[src/rtl/video_overlay_pkg.sv]
// video_overlay_pkg
//   Shared types and constants for the video overlay blocks.
//   - rgb_t                : 24-bit packed pixel {R, G, B}
//   - COLOR_CURSOR_DEFAULT : default cursor colour (bright red)
//   - COLOR_TRAIL_DEFAULT  : default trail colour (dark red), present only
//                            when STEP_CURSOR_TRAIL_EN is defined
//   - line_in_band()       : inclusive line-range test used by overlays
package video_overlay_pkg;

  typedef logic [23:0] rgb_t;

  localparam rgb_t COLOR_CURSOR_DEFAULT = 24'hff0000;
`ifdef STEP_CURSOR_TRAIL_EN
  localparam rgb_t COLOR_TRAIL_DEFAULT  = 24'h800000;
`endif

  // True when line lies in the inclusive band [top, bottom].
  function automatic logic line_in_band(input int line, input int top, input int bottom);
    return (line >= top) && (line <= bottom);
  endfunction

endpackage

[src/rtl/video_line_tracker.sv]
// video_line_tracker
//   Tracks the raster position of the incoming video stream.
//   Ports:
//     clock      in   pixel clock, posedge
//     reset_n    in   asynchronous active-low reset
//     de         in   data enable of the incoming stream
//     vsync      in   vertical sync of the incoming stream (active high)
//     column     out  index of the pixel currently on the input (valid while de)
//     line       out  index of the active line currently on the input
//     vsync_rise out  high in the cycle where vsync goes 0 -> 1
//   Column: 0 on the first de-high cycle of a line, +1 per de-high cycle,
//   back to 0 once de is low. Line: +1 on every de falling edge, cleared
//   on the vsync rising edge, saturating at VACTIVE.
module video_line_tracker
  import video_overlay_pkg::*;
#(
  parameter int HACTIVE = 1280,
  parameter int VACTIVE = 720
)(
  input  logic                         clock,
  input  logic                         reset_n,
  input  logic                         de,
  input  logic                         vsync,
  output logic [$clog2(HACTIVE)-1:0]   column,
  output logic [$clog2(VACTIVE+1)-1:0] line,
  output logic                         vsync_rise
);

  localparam int COL_W  = $clog2(HACTIVE);
  localparam int LINE_W = $clog2(VACTIVE + 1);
  localparam logic [LINE_W-1:0] LINE_MAX = LINE_W'(VACTIVE);

  logic              de_q;
  logic              vsync_q;
  logic              de_fall;
  logic [COL_W-1:0]  col_cnt;
  logic [LINE_W-1:0] line_cnt;

  // Saturating line increment: extra lines past VACTIVE never alias back
  // into the overlay band.
  function automatic logic [LINE_W-1:0] sat_inc(input logic [LINE_W-1:0] v);
    return (v >= LINE_MAX) ? LINE_MAX : v + LINE_W'(1);
  endfunction

  assign vsync_rise = vsync & ~vsync_q;
  assign de_fall    = de_q & ~de;

  // Edge-detect history
  always_ff @(posedge clock or negedge reset_n) begin
    if (!reset_n) begin
      de_q    <= 1'b0;
      vsync_q <= 1'b0;
    end else begin
      de_q    <= de;
      vsync_q <= vsync;
    end
  end

  // Column counter: holds the index of the pixel being presented this cycle
  always_ff @(posedge clock or negedge reset_n) begin
    if (!reset_n) begin
      col_cnt <= '0;
    end else if (de) begin
      col_cnt <= col_cnt + COL_W'(1);
    end else begin
      col_cnt <= '0;
    end
  end

  // Line counter: a vsync rise takes priority over a coincident de fall
  always_ff @(posedge clock or negedge reset_n) begin
    if (!reset_n) begin
      line_cnt <= '0;
    end else if (vsync_rise) begin
      line_cnt <= '0;
    end else if (de_fall) begin
      line_cnt <= sat_inc(line_cnt);
    end
  end

  assign column = col_cnt;
  assign line   = line_cnt;

endmodule

[src/rtl/step_cursor_overlay.sv]
// step_cursor_overlay
//   Draws a vertical cursor over a video stream at a column driven by
//   motor step pulses. The working position moves by PIXELS_PER_STEP per
//   pulse and wraps modulo HACTIVE; the displayed column (cursor_x) only
//   takes the working position at a vsync rising edge so a frame never
//   tears. The cursor is drawn on active lines Y_TOP..Y_BOTTOM inclusive.
//   Optional feature macro: STEP_CURSOR_TRAIL_EN -- also draws the
//   previous frame's cursor column in TRAIL_COLOR (cursor wins on overlap).
//   Ports:
//     clock, reset_n                 clock (posedge) and async active-low reset
//     step_pulse, step_dir           one-cycle step strobe, 1 = forward
//     in_video_data/de/hsync/vsync   upstream video
//     video_data/de/hsync/vsync      overlaid video, 1 clock later
//     cursor_x                       column currently displayed
module step_cursor_overlay
  import video_overlay_pkg::*;
#(
  parameter int   HACTIVE         = 1280,
  parameter int   VACTIVE         = 720,
  parameter int   PIXELS_PER_STEP = 20,
  parameter int   Y_TOP           = 100,
  parameter int   Y_BOTTOM        = 220,
  parameter rgb_t CURSOR_COLOR    = COLOR_CURSOR_DEFAULT
`ifdef STEP_CURSOR_TRAIL_EN
  ,
  parameter rgb_t TRAIL_COLOR     = COLOR_TRAIL_DEFAULT
`endif
)(
  input  logic                       clock,
  input  logic                       reset_n,
  input  logic                       step_pulse,
  input  logic                       step_dir,
  input  rgb_t                       in_video_data,
  input  logic                       in_video_de,
  input  logic                       in_video_hsync,
  input  logic                       in_video_vsync,
  output rgb_t                       video_data,
  output logic                       video_de,
  output logic                       video_hsync,
  output logic                       video_vsync,
  output logic [$clog2(HACTIVE)-1:0] cursor_x
);

  localparam int COL_W  = $clog2(HACTIVE);
  localparam int LINE_W = $clog2(VACTIVE + 1);
  localparam logic [COL_W-1:0] STEP_L = COL_W'(PIXELS_PER_STEP);
  localparam logic [COL_W-1:0] LAST_L = COL_W'(HACTIVE - PIXELS_PER_STEP);

  if (HACTIVE % PIXELS_PER_STEP != 0) begin : g_bad_step
    $error("step_cursor_overlay: HACTIVE must be a multiple of PIXELS_PER_STEP");
  end

  logic [COL_W-1:0]  column;
  logic [LINE_W-1:0] line;
  logic              vsync_rise;
  logic [COL_W-1:0]  pos;
  logic              in_band;
  rgb_t              pix_p0;

  // Wrap-around step of the working position (multiples of the step only).
  function automatic logic [COL_W-1:0] step_pos(input logic [COL_W-1:0] p, input logic fwd);
    if (fwd) begin
      return (p >= LAST_L) ? '0 : p + STEP_L;
    end
    return (p == '0) ? LAST_L : p - STEP_L;
  endfunction

  video_line_tracker #(
    .HACTIVE (HACTIVE),
    .VACTIVE (VACTIVE)
  ) u_tracker (
    .clock      (clock),
    .reset_n    (reset_n),
    .de         (in_video_de),
    .vsync      (in_video_vsync),
    .column     (column),
    .line       (line),
    .vsync_rise (vsync_rise)
  );

  // Working position, free to move at any time
  always_ff @(posedge clock or negedge reset_n) begin
    if (!reset_n) begin
      pos <= '0;
    end else if (step_pulse) begin
      pos <= step_pos(pos, step_dir);
    end
  end

  // Displayed position: sampled at frame start. A step in the same cycle
  // lands in pos, so cursor_x gets the pre-step value.
  always_ff @(posedge clock or negedge reset_n) begin
    if (!reset_n) begin
      cursor_x <= '0;
    end else if (vsync_rise) begin
      cursor_x <= pos;
    end
  end

`ifdef STEP_CURSOR_TRAIL_EN
  logic [COL_W-1:0] trail_x;

  always_ff @(posedge clock or negedge reset_n) begin
    if (!reset_n) begin
      trail_x <= '0;
    end else if (vsync_rise) begin
      trail_x <= cursor_x;
    end
  end
`endif

  assign in_band = line_in_band(int'(line), Y_TOP, Y_BOTTOM);

  // Stage p0: pixel select on the incoming beat; cursor assigned last so
  // it overrides the trail.
  always_comb begin
    pix_p0 = in_video_data;
`ifdef STEP_CURSOR_TRAIL_EN
    if (in_video_de && in_band && (column == trail_x)) begin
      pix_p0 = TRAIL_COLOR;
    end
`endif
    if (in_video_de && in_band && (column == cursor_x)) begin
      pix_p0 = CURSOR_COLOR;
    end
  end

  // Stage p0 -> output register: one clock of latency on every signal
  always_ff @(posedge clock or negedge reset_n) begin
    if (!reset_n) begin
      video_data  <= '0;
      video_de    <= 1'b0;
      video_hsync <= 1'b0;
      video_vsync <= 1'b0;
    end else begin
      video_data  <= pix_p0;
      video_de    <= in_video_de;
      video_hsync <= in_video_hsync;
      video_vsync <= in_video_vsync;
    end
  end

endmodule
[config.mk]
export PLATFORM = sky130hd
export DESIGN_NAME = step_cursor_overlay
export DESIGN_NICKNAME = d
export VERILOG_FILES = /design/src/rtl/video_overlay_pkg.sv /design/src/rtl/video_line_tracker.sv /design/src/rtl/step_cursor_overlay.sv
export SDC_FILE = /design/constraint.sdc
export NUM_CORES = 1
export LEC_CHECK = 0
export CAP_MARGIN = 5
export CORE_MARGIN = 10
export CORE_UTILIZATION = 35
export DETAILED_ROUTE_END_ITERATION = 16
export PLACE_DENSITY_LB_ADDON = 0.2
export SKIP_CTS_REPAIR_TIMING = 1
export SYNTH_ARGS = -nofsm -noshare
export SYNTH_HDL_FRONTEND = slang
export SYNTH_SLANG_ARGS = --single-unit
[constraint.sdc]
create_clock -name clock -period 3.7 [get_ports clock]
set_input_delay 1.11 -clock clock [delete_from_list [all_inputs] [get_ports clock]]
set_output_delay 1.11 -clock clock [all_outputs]
set_load 0.1 [all_outputs]
==> results.py <==
metrics = {
    "status": {
        "outcome": "completed",
    },
    "power": {
        "powerDensity_mw_per_mm2": 606,
        "power.leakage_uw": 0.00189,
        "vdd_ir_drop_max_mv": 0.734,
    },
    "finish": {
        "antenna_cells": 0,
        "area.growth.synth_to_final_pct": 25.9,
        "post_route_cells_drive_above_1_share": 0.161,
        "mostFrequentLayoutCells": "66 x dfrtp_1, 40 x buf_4, 33 x nand2_1",
        "fillers": 927,
        "area_used_by_multi_input_combinational_logic_sq_mm": 0.00153,
        "most_common_cell_after_layout_fill_and_taps_aside": "dfrtp_1",
        "register_area_sq_mm": 0.00165,
        "fin_nets": 432,
        "post-route-cell-area_sq_mm": 0.00420,
    },
    "logic_synthesis": {
        "syn_inst": 334,
        "synth.lib_cells_used.distinct": 55,
        "post_synth.cell_area_avg_sq_um": 10.0,
        "synthesized_cell_area_sq_mm": 0.00334,
        "yosys_warnings": 0,
        "yosysTopAreaCellShare": 0.495,
        "ys_seq_area_frac": 0.495,
        "synth_seq_cells": 66,
        "synth_top_cell_by_area": "dfrtp_1",
        "ys_async_sr_fraction": 1.00,
        "yosys_most_used_dff": "dfrtp_1",
        "synth_top_cells_by_area": "dfrtp_1 49%, xnor2_1 4.2%, nand2_1 3.7%",
        "synth_edf_count": 0,
    },
    "global_route": {
        "gr-usage-met3": 0.0336,
        "largest_net_degree_at_the_start_of_global_routing": 67,
        "gr-usage-met2": 0.196,
        "top_usage_layer": "met2",
        "antenna_found_initial": 0,
        "globalRouteTotalUtil": 0.120,
        "first_global_vias": 2629,
        "groute.layer.met1.usage": 0.150,
        "globalRouteOverflowTotal": 0,
        "grt_first_pass_wirelength_mm": 13.8,
    },
    "routing": {
        "violation_count_after_the_first_detailed_routing_iteration": 129,
        "drt.antenna.violating_nets": 0,
        "drt-pass1-iter-count": 4,
        "route.detailed.wl_per_inst_um": 15.7,
        "drt-vias-per-instance": 5.06,
        "drc": 0,
        "total_wirelength_of_the_detailed_routed_design_mm": 8.30,
        "dr_total_vias": 2665,
    },
    "timing": {
        "final-setup-viol-count": 0,
        "finClkSkew_ns": 0.00956,
        "max_clock_freq_mhz": 380,
        "min_period_ns": 2.63,
        "fin_setup_tns_ns": 0,
        "rsz0062_at_grt": "no",
        "hold_viol_final": 0,
        "worstMarginPinSlew_ns": 0.672,
        "report.final.slew_viol_count": 0,
        "final.period_utilization": 0.711,
        "max_slew_headroom": 0.550,
    },
    "cts": {
        "clock_tree_from_tritoncts": "yes",
        "clkLatencyLatePin_ns": 0.34,
        "cts.sink_count": 66,
        "cts.root.buffer_cell": "clkbuf_8",
        "clock_path_buffers": 2,
        "htree_num_levels": 3,
        "cts_buffers": 9,
        "path_clk_slew_ns": 0.08,
    },
    "setup_path": {
        "critical_path.startpoint": "in_video_de",
        "setup.worst_path.end_class": "flip-flop",
        "cp.required_ns": 3.96,
        "worst_r2r_startpoint": "pos[2]",
        "worstPathCellList": "clkdlybuf4s50_1 > nand2b_1 > or4_1 > a21oi_1",
        "timing.critical_path.max_delay_family": "simple AND/OR/NAND/NOR gates",
        "timing.critical_path.fanout_max": 15,
        "worstPathArrival_ns": 2.90,
        "critPathKind": "input pin to flip-flop",
        "cp_slowest_cell": "clkdlybuf4s50_1",
        "path_buf_inv": 1,
        "r2r_setup_slack_ns": 1.71,
        "critPathLaunchType": "input pin",
        "cpPeakStageDelay_ns": 0.65,
    },
    "worst_hold_path": {
        "timing.hold.worst.start": "u_tracker.column[0]",
        "holdCritPathClass": "flip-flop to flip-flop",
    },
    "floorplanning": {
        "die_width_um": 118,
        "rows": 35,
        "design.portCount": 69,
        "overall_die_area_sq_mm": 0.0138,
        "core-area_sq_mm": 0.00928,
        "fp.dieH_um": 118,
        "initial_utilization": 0.360,
    },
    "run": {
        "max_cap_viols": 0,
    },
    "placement": {
        "postPlaceCellArea_sq_mm": 0.00400,
        "place.port_buffers": 66,
        "routabilityCongestion": 0.884,
        "detailedPlacementHpwl_mm": 5.81,
    },
}
==> cell usage after synthesis (10+ instances only) <==
cell,n
a21boi_1,16
nand2_1,33
xnor2_1,16
nor2_1,13
o21ai_0,18
and2_1,11
inv_1,11
clkbuf_1,12
nand3_1,12
nand4_1,10
a21oi_1,14
dfrtp_1,66
==> cell type report <==
cell class	instances	area share
inverter	11	0.00982
clock buffer	9	0.0295
sequential	66	0.393
clock inverter	7	0.0185
timing repair buffer	71	0.146
multi-input combinational	234	0.364
tap	129	0.0384
==> logic make-up after synthesis <==
| group | synth area share |
|---|---|
| other | 0.00112 |
| buffers and inverters | 0.0480 |
| adder cells (fa/ha/maj) | 0.0300 |
| AO/OA/AOI/OAI | 0.197 |
| flip-flops | 0.495 |
| AND/OR/NAND/NOR | 0.176 |
| multiplexers | 0.00599 |
| XOR/XNOR | 0.0472 |
==> final timing paths <==
path                                             to  depth (start not counted)
worst max-delay path              u_tracker.line[8]                          4
worst min-delay path            u_tracker.column[0]                          1
worst max register to register               pos[5]                          5
worst min register to register  u_tracker.column[0]                          1
max in group asynchronous         u_tracker.line[5]                          2
min in group asynchronous               video_hsync                          2
==> registers in the layout, summed over array words and instances (netlist names) <==
| name | count |
|---|---|
| u_tracker.line | 10 |
| cursor_x | 9 |
| video_data | 24 |
| u_tracker.column | 11 |
| u_tracker.vsync_q | 1 |
| u_tracker.de_q | 1 |
| pos | 9 |
| video_hsync | 1 |
==> per-stage QoR <==
step	setup slack [ns]	util	total power [uW]	cells	hold slack (ns)
2_1_floorplan	1.54	-	1700	335	0.444
3_3_place_gp	0.754	0.431	1930	511	0.475
3_5_place_dp	0.722	0.431	1930	511	0.480
4_1_cts	1.09	0.453	2570	527	0.490
5_1_grt	0.941	0.453	2690	527	0.527
6_report	1.07	0.453	2550	527	0.489
==> per-layer routing <==
layer	vias to the layer above	part of all wire	wire length (um)
li1	1298	-	-
met1	1287	0.46	3820
met2	71	0.49	4030
met3	9	0.043	358
met4	0	0.011	89
met5	-	0	0
==> where the power goes <==
group	switching, uW	internal [uW]	leakage (uW)
Clock	309	318	0.000105
Sequential	178	819	0.000824
Combinational	642	280	0.000956
(Power assumes the default switching activity.)
